[src/rtl/din_receiver.sv]
// din_receiver
// Decodes the serial Din frame: the line idles low, then one start bit high,
// then DATA_W data bits MSB first, then the return to low that acts as the
// stop bit. Every bit lasts BIT_CYCLES clocks. Each bit is sampled near its
// middle, and all decisions use the synchronized input only.
//
// Ports
//   clk_25M    : system clock, rising edge
//   rst        : synchronous active-high reset
//   din        : serial frame input, asynchronous to clk_25M
//   data_out   : last correctly framed word, MSB = first data bit
//   data_valid : one-cycle pulse, data_out was just updated
//   frame_err  : one-cycle pulse, stop bit was sampled high
//   busy       : high whenever the receiver is not idle
//   frame_cnt  : count of good frames, wraps 255 -> 0
module din_receiver #(
    parameter int DATA_W      = 2,
    parameter int BIT_CYCLES  = 1,
    parameter int SYNC_STAGES = 2
) (
    input  logic              clk_25M,
    input  logic              rst,
    input  logic              din,
    output logic [DATA_W-1:0] data_out,
    output logic              data_valid,
    output logic              frame_err,
    output logic              busy,
    output logic [7:0]        frame_cnt
);

    localparam int HALF  = (BIT_CYCLES - 1) / 2;
    localparam int BC_W  = (BIT_CYCLES > 1) ? $clog2(BIT_CYCLES) : 1;
    localparam int IDX_W = (DATA_W > 1) ? $clog2(DATA_W) : 1;

    localparam logic [BC_W-1:0]  BC_HALF  = BC_W'(HALF);
    localparam logic [BC_W-1:0]  BC_LAST  = BC_W'(BIT_CYCLES - 1);
    localparam logic [IDX_W-1:0] IDX_LAST = IDX_W'(DATA_W - 1);

    typedef enum logic [2:0] {
        IDLE,
        START,
        DATA,
        STOP,
        WAIT_LOW
    } state_t;

    state_t             state;
    state_t             state_next;
    logic [SYNC_STAGES-1:0] sync_q;
    logic               din_s;
    logic [BC_W-1:0]    bc;
    logic [IDX_W-1:0]   bit_idx;
    logic [DATA_W-1:0]  shift_q;
    logic               bc_mid;
    logic               bc_last;

    // ---- input synchronizer ----
    always_ff @(posedge clk_25M) begin
        if (rst) begin
            sync_q <= '0;
        end else begin
            sync_q <= {sync_q[SYNC_STAGES-2:0], din};
        end
    end

    assign din_s   = sync_q[SYNC_STAGES-1];
    assign bc_mid  = (bc == BC_HALF);
    assign bc_last = (bc == BC_LAST);

    // ---- state register ----
    always_ff @(posedge clk_25M) begin
        if (rst) begin
            state <= IDLE;
        end else begin
            state <= state_next;
        end
    end

    // ---- next-state logic ----
    // The detection cycle is bc=0 of the start bit. When HALF is 0 the start
    // sample coincides with detection and is trivially high, so START only
    // has to check its midpoint for HALF >= 1 (it is always entered at bc=1).
    // With one clock per bit the start bit is over at detection, so the
    // receiver goes straight to DATA.
    always_comb begin
        state_next = state;
        case (state)
            IDLE: begin
                if (din_s) begin
                    state_next = (BIT_CYCLES == 1) ? DATA : START;
                end
            end
            START: begin
                if (bc_mid && !din_s) begin
                    state_next = IDLE;
                end else if (bc_last) begin
                    state_next = DATA;
                end
            end
            DATA: begin
                if (bc_last && (bit_idx == IDX_LAST)) begin
                    state_next = STOP;
                end
            end
            STOP: begin
                if (bc_mid) begin
                    state_next = din_s ? WAIT_LOW : IDLE;
                end
            end
            WAIT_LOW: begin
                if (!din_s) begin
                    state_next = IDLE;
                end
            end
            default: state_next = IDLE;
        endcase
    end

    // ---- bit timing, shift register and result registers ----
    always_ff @(posedge clk_25M) begin
        if (rst) begin
            bc         <= '0;
            bit_idx    <= '0;
            shift_q    <= '0;
            data_out   <= '0;
            data_valid <= 1'b0;
            frame_err  <= 1'b0;
            frame_cnt  <= 8'd0;
        end else begin
            data_valid <= 1'b0;
            frame_err  <= 1'b0;
            case (state)
                IDLE: begin
                    bit_idx <= '0;
                    bc      <= '0;
                    if (din_s && (BIT_CYCLES > 1)) begin
                        bc <= BC_W'(1);
                    end
                end
                START: begin
                    bit_idx <= '0;
                    bc      <= bc_last ? '0 : bc + BC_W'(1);
                end
                DATA: begin
                    if (bc_mid) begin
                        shift_q[0] <= din_s;
                        for (int i = 1; i < DATA_W; i++) begin
                            shift_q[i] <= shift_q[i-1];
                        end
                    end
                    if (bc_last) begin
                        bc      <= '0;
                        bit_idx <= (bit_idx == IDX_LAST) ? '0 : bit_idx + IDX_W'(1);
                    end else begin
                        bc <= bc + BC_W'(1);
                    end
                end
                STOP: begin
                    // bc never passes HALF here: the sample ends the state.
                    bc <= bc + BC_W'(1);
                    if (bc_mid) begin
                        if (!din_s) begin
                            data_out   <= shift_q;
                            frame_cnt  <= frame_cnt + 8'd1;
                            data_valid <= 1'b1;
                        end else begin
                            frame_err <= 1'b1;
                        end
                    end
                end
                WAIT_LOW: begin
                    bc <= '0;
                end
                default: begin
                    bc      <= '0;
                    bit_idx <= '0;
                end
            endcase
        end
    end

    // ---- outputs ----
    always_comb begin
        busy = (state != IDLE);
    end

endmodule

[config.mk]
export PLATFORM = sky130hd
export DESIGN_NAME = din_receiver
export DESIGN_NICKNAME = d
export VERILOG_FILES = /design/src/rtl/din_receiver.sv
export SDC_FILE = /design/constraint.sdc
export NUM_CORES = 1
export LEC_CHECK = 0
export CAP_MARGIN = 20
export CORE_MARGIN = 3
export CORE_UTILIZATION = 50
export DETAILED_ROUTE_END_ITERATION = 7
export PLACE_DENSITY_LB_ADDON = 0.1
export SYNTH_ARGS = -nofsm -noshare
export SYNTH_HDL_FRONTEND = slang
export SYNTH_SLANG_ARGS = --single-unit
[constraint.sdc]
create_clock -name clk_25M -period 4.8 [get_ports clk_25M]
set_clock_uncertainty 0.2 [all_clocks]
set_input_delay 0.96 -clock clk_25M [delete_from_list [all_inputs] [get_ports clk_25M]]
set_output_delay 0.96 -clock clk_25M [all_outputs]
set_load 0.02 [all_outputs]
==> summary.md, run 1 <==
| Metric | Value |
|---|---|
| Outcome | finished clean |
| Pin count of the biggest net entering global routing | 24 |
| DRC Markers | 0 |
| Largest family of logic cells by synthesized area | simple AND/OR/NAND/NOR gates |
| RR Endpoint | frame_cnt[5] |
| Hold-critical path depth | 1 |
| Maxcap violations | 0 |
| Crit path launch | state[2] |
| # fillers | 133 |
| Dominant synthesized flop cell | dfxtp_1 |
| Compound-Gate Fraction of Synth Area | 14.9% |
| Worst setup endpoint | busy |
| Setup crit start kind | flip-flop |
| H-tree depth | 1 |
| Via count | 730 |
| R2r setup slk | 2.61 ns |
| Row cnt | 14 |
| Post-DP HPWL | 1.09 mm |
| Peak supply drop | 164 uV |
| Total power | 0.273 mW |
| Top cells by count, synth | dfxtp_1 (21), a21oi_1 (9), nor2_1 (7), o21ai_0 (6), or3_1 (5) |
| Crit Path Category | flip-flop to output port |
| Hold Crit Class | flip-flop to flip-flop |
| Cells after Synth | 95 |
| Post-Synth Simple-Gate Area | 25.6% |
| Initial antenna violation count | 0 |
| Max-slew violations | 0 |
| Post-synth ARST share | 0% |
| Initial Util | 55.8% |
| Final Util | 65.6% |
| Syn_nets | 99 |
| Worst R2R Start | state[1] |
| Core Area | 1580 um^2 |
| Fin cells | 122 |
| Vias per Instance | 5.98 |
| Port Buffers | 15 |
| Post-synth EDFFs | 0 |
| Post-CTS Setup Inserts | 0 |
| Synth unique cells | 31 |
| RSZ-0062 raised after global routing | false |
| Hold slack final | 0.263 ns |
| CTS root buffer | clkbuf_4 |
| Total global-route track usage | 15.3% |
| Power Density | 264 nW/um^2 |
| Final hold violations | 0 |
| Worst path arrival time | 1.63 ns |
| #FFs+latches synth | 21 |
| Routed WL per cell | 13.5 um |
| Critical Path Sink Type | output port |
| Clk_lat worst skew | 0.30 ns |
| Total inserted antenna cells | 0 |
| CTS buffer count | 3 |
| Setup-failing EPs final | 0 |
| Synth warn | 0 |
| Layout cells sized above 1 | 4.72% |
| Worst Tran Pin Value | 0.761 ns |
| Synth Area in XOR/XNOR | 0.996% |
| Adder-cell share of the synthesized area | 1.42% |
| Die Span Y | 47.9 um |
| Pre-antenna DRT Iters | 4 |
| TritonCTS clock tree | yes |
| Slew headroom | 49.1% |
| Register area share after synthesis | 47.8% |
| Fin crit period | 2.79 ns |
| Fmax | 358 MHz |
| DIE WIDTH | 47.9 um |
| Critical path fanouts, max | 10 |
| Grt total ovfl | 0 |
| Number of global-route vias before repair | 548 |
| Clk pin slew, worst setup/hold paths | 0.11 ns |
| Leak | 0.329 nW |
| CP required | 3.64 ns |
| Routability cong. | 0.762 |
| Synth top area cells | dfxtp_1 (48%), a21oi_1 (5.1%), or3_1 (3.6%) |
| Hold Buf Count CTS | 0 |
| Iter 0 DRT Violations | 6 |
| Clock sink count | 21 |
| Final WL | 1.65 mm |
| Post-Syn Area per Cell | 9.26 um^2 |
| Io pins | 16 |
| Worst-case clock buffer depth | 2 |
| Register-to-Register Path Depth | 3 |
| TNS Setup | 0 ns |
| Die footprint | 2300 um^2 |
| First-pass GRT wire length | 2.46 mm |
| Post-CTS Resized | 0 |
| Cells after DPL | 118 |
| Top cell type's share of synthesized area | 47.8% |
| Post-synthesis mux area share | 3.56% |
| Mapped cell area | 880 um^2 |
| Tcrit/Tclk final | 58.1% |
| Layout Nets | 111 |
| Final ANT Viol Nets | 0 |
| Area Overhead vs Synth | 17.5% |
| Count leader, synth | dfxtp_1 |
| Area leader, netlist | dfxtp_1 |
## report_power, final
part	leakage [nW]	total (mW)	switching, mW	internal, mW
clock	0.0150	0.0841	0.0518	0.0324
combinational	0.144	0.0107	0.00557	0.00516
sequential	0.170	0.178	0.00248	0.176
total	0.329	0.273	0.0598	0.213
## layer usage
metal / up-vias / global-route usage [%] / part of all wire [%]
met2: 17 / 21.4 / 44
met1: 338 / 21.6 / 50
met3: 2 / 3.38 / 4.2
met5: - / 0 / 0
li1: 373 / - / -
met4: 0 / 8.06 / 1.0
## worst min path at each step
stage                     startpoint   endpoint  slack, ns
after floorplan            sync_q[0]  sync_q[1]       0.21
after global placement     sync_q[0]  sync_q[1]       0.24
after detailed placement   sync_q[0]  sync_q[1]       0.25
after CTS                  sync_q[0]  sync_q[1]       0.27
after global routing       sync_q[0]  sync_q[1]       0.28
final                      sync_q[0]  sync_q[1]       0.26
## state kept, by name, summed over array words and instances, names as in the netlist
name,count
frame_cnt,8
shift_q,2
frame_err,1
sync_q,2
bit_idx,1
state,3
data_out,2
data_valid,1
bc,1
## cell type report
cell class              count  area (um^2)  share of cell area, %
multi-input cells          64          409                   39.6
clock buffers               4         26.3                   2.54
repair buffers             15          150                   14.5
inverters                   2         7.51                  0.726
well taps                  16         20.0                   1.94
flip-flops and latches     21          420                   40.7
## metrics by stage
stage / cell area [um^2] / setup slack [ns]
floorplan: 880 / 2.77
global placement: 1010 / 1.88
detailed placement: 1010 / 1.78
CTS: 1030 / 2.01
global route: 1030 / 1.96
finish: 1030 / 2.01
## critical path, stage by stage, from the launching register on
cell,delay (ns)
dfxtp_1,0.41
or3_1,0.39
clkdlybuf4s50_1,0.54
## cell usage in the layout, fill, tap and decap left out
cell type,n
a2111oi_0,1
a211oi_1,1
a21oi_1,9
a31oi_1,1
clkbuf_1,1
clkbuf_4,3
clkdlybuf4s50_1,15
dfxtp_1,21
ha_1,1
inv_1,2
mux2_2,1
mux2i_1,2
nand2_1,2
nand2b_1,1
nand3_1,3
nand4_1,2
nand4b_1,2
nand4bb_1,1
nor2_1,7
nor2b_1,4
nor3_1,4
nor4b_1,2
nor4bb_1,1
o21ai_0,6
o31ai_1,2
o32a_1,1
o32ai_1,1
or3_1,5
or4_1,2
or4b_2,1
xor2_1,1
## kinds of logic after synthesis
group                      Yosys count
DFF                                 21
AOI/OAI and AO/OA                   22
adders and majority gates            1
xor gates and xnor gates             1
and+or+nand+nor                     37
buffers and inverters               10
muxes                                3
No activity file was read; power rests on OpenSTA's default activity.
==> run 2: changes to the inputs <==
CORE_UTILIZATION = 49   (was 50)
clock period = 2.7 ns   (was 4.8 ns; I/O delays follow)
==> summary.md, run 2 (synthesis gave the netlist of run 1 again) <==
| Metric | Value |
|---|---|
| Leak | 0.337 nW (was 0.329 nW) |
| Fin crit period | 2.38 ns |
| Critical-path top delay cell | clkdlybuf4s50_1 (unchanged) |
| First-pass GRT wire length | 2.86 mm (was 2.46 mm) |
| Critical path fanouts, max | 10 (unchanged) |
| Wire length on met1 | 808 um (was 832 um) |
| Die footprint | 2340 um^2 (was 2300 um^2) |
| H-tree depth | 1 (unchanged) |
| Crit Path Category | flip-flop to output port (unchanged) |
| Net switching power | 0.114 mW (was 0.0598 mW) |
| Number of global-route vias before repair | 642 (was 548) |
| Commonest non-fill, non-tap cell in the layout | dfxtp_1 (unchanged) |
| Pin count of the biggest net entering global routing | 23 (was 24) |
| Top Registers | frame_cnt: 8 flops, state: 3 flops (unchanged) |
| Setup crit start kind | flip-flop (unchanged) |
| Clk pwr share | 31.6% (was 30.8%) |
| Routability cong. | 0.768 (was 0.762) |
| Final WL | 1.65 mm (about the same) |
| Iter 0 DRT Violations | 7 (was 6) |
| Critical-path cell list | or3_1, clkdlybuf4s50_1 (unchanged) |
| Post-DP Area | 1030 um^2 (was 1010 um^2) |
| Setup-failing EPs final | 0 (unchanged) |
| P_int | 0.379 mW (was 0.213 mW) |
| DIE WIDTH | 48.4 um (was 47.9 um) |
| Clock sink count | 21 (unchanged) |
| Worst path arrival time | 1.64 ns (was 1.63 ns) |
| Peak supply drop | 371 uV (was 164 uV) |
| Hold Buf Count CTS | 0 (unchanged) |
| Row cnt | 14 (unchanged) |
| Layout Nets | 113 (was 111) |
| Area occupied by multi-input gates | 409 um^2 (unchanged) |
| Register area | 420 um^2 (unchanged) |
| Post-CTS Resized | 0 (unchanged) |
| Final Util | 66.6% (was 65.6%) |
| Final ANT Viol Nets | 0 (unchanged) |
| Layout cells sized above 1 | 7.41% (was 4.72%) |
| Post-CTS Setup Inserts | 0 (unchanged) |
| Met2 WL | 728 um (was 734 um) |
| Via count | 741 (was 730) |
| Most frequent cells in the layout | dfxtp_1 (21), clkdlybuf4s50_1 (15), a21oi_1 (9), nor2_1 (7), o21ai_0 (6) (unchanged) |
| Most flops, register | frame_cnt (unchanged) |
| Post-DP HPWL | 1.10 mm (was 1.09 mm) |
| Combinational power share | 4.2% (was 3.9%) |
| DRC Markers | 0 (unchanged) |
| Initial Util | 55.2% (was 55.8%) |
| Maxcap violations | 0 (unchanged) |
| Tcrit/Tclk final | 88.0% |
| Worst Tran Pin Value | 0.600 ns (was 0.761 ns) |
| Fmax | 421 MHz |
| CP required | 1.96 ns (was 3.64 ns) |
| Initial antenna violation count | 0 (unchanged) |
| Io pins | 16 (unchanged) |
| # fillers | 140 (was 133) |
| Core Area | 1590 um^2 (was 1580 um^2) |
| Total inserted antenna cells | 0 (unchanged) |
| Metal3 WL | 79 um (was 69 um) |
| Vias per Instance | 5.61 (was 5.98) |
| RSZ-0062 raised after global routing | false (unchanged) |
| Top Metal Used | met4 (unchanged) |
| Max FFs per register | 8 (unchanged) |
| Sequential Power Share | 64.3% (was 65.3%) |
| Max-slew violations | 0 (unchanged) |
| Outcome | finished clean (unchanged) |
| CTS root buffer | clkbuf_4 (unchanged) |
| Critical Path Sink Type | output port (unchanged) |
| Grt total ovfl | 0 (unchanged) |
| Total global-route track usage | 15.7% (was 15.3%) |
| Slew headroom | 59.5% (was 49.1%) |
| Clk_lat worst skew | 0.31 ns (was 0.30 ns) |
| Routed WL per cell | 12.5 um (was 13.5 um) |
| Area Overhead vs Synth | 20.8% (was 17.5%) |
| Final hold violations | 0 (unchanged) |
| Die Span Y | 48.4 um (was 47.9 um) |
| Worst-case clock buffer depth | 2 (unchanged) |
| TNS Setup | 0 ns (unchanged) |
| Power Density | 464 nW/um^2 (was 264 nW/um^2) |
| CTS buffer count | 3 (unchanged) |
| TritonCTS clock tree | yes (unchanged) |
| Clk pin slew, worst setup/hold paths | 0.12 ns (was 0.11 ns) |
| Hold Crit Class | flip-flop to flip-flop (unchanged) |
| Post-Layout Inst Area | 1060 um^2 (was 1030 um^2) |
| Port Buffers | 15 (unchanged) |
| Pre-antenna DRT Iters | 4 (unchanged) |
| Switch share | 23.1% (was 21.9%) |
| Crit path largest cell delay | 0.54 ns (about the same) |
==> run 2: critical path, delay by kind of cell, from the launching register on <==
kind	cells	cell delay (ns)
flip-flops	1	0.41
buffers and inverters	1	0.54
AND/OR/NAND/NOR	1	0.38
==> run 2: routing by layer <==
layer / vias up / global-route usage [%]
met4: 0 / 7.11
li1: 377 / -
met3: 5 / 5.52
met5: - / 0
met2: 17 / 24.5
met1: 342 / 19.4
==> run 2: path summary, 6_finish.rpt <==
check	start	to	slack (ns)	cells after the start
min	sync_q[0]	sync_q[1]	0.26	1
min reg2reg	sync_q[0]	sync_q[1]	0.26	1
max	state[2]	busy	0.32	2
max reg2reg	state[1]	frame_cnt[5]	0.94	4
==> run 2: cell type report <==
class | instances | share of cell area, %
clock buffers | 3 | 2.12
inverters | 2 | 0.707
multi-input cells | 64 | 38.5
repair buffers | 17 | 15.5
flip-flops and latches | 21 | 39.6
well taps | 24 | 2.83
clock inverters | 1 | 0.707
==> run 2: through the flow <==
| step | setup WS, ns | instances | power, mW | hold slack, ns |
|---|---|---|---|---|
| 6_report | 0.324 | 132 | 0.493 | 0.261 |
| 3_5_place_dp | 0.678 | 128 | 0.344 | 0.241 |
| 3_3_place_gp | 0.681 | 128 | 0.344 | 0.219 |
| 5_1_grt | 0.257 | 132 | 0.514 | 0.273 |
| 2_1_floorplan | 1.09 | 95 | 0.336 | 0.214 |
| 4_1_cts | 0.316 | 132 | 0.501 | 0.266 |
==> run 2: power by group through the flow <==
stage	logic, mW	registers [mW]	clock network (mW)
after global placement	0.0201	0.324	0
after detailed placement	0.0204	0.324	0
final	0.0205	0.317	0.156
after global routing	0.0229	0.318	0.174
after floorplan	0.0159	0.321	0
after CTS	0.0206	0.317	0.163
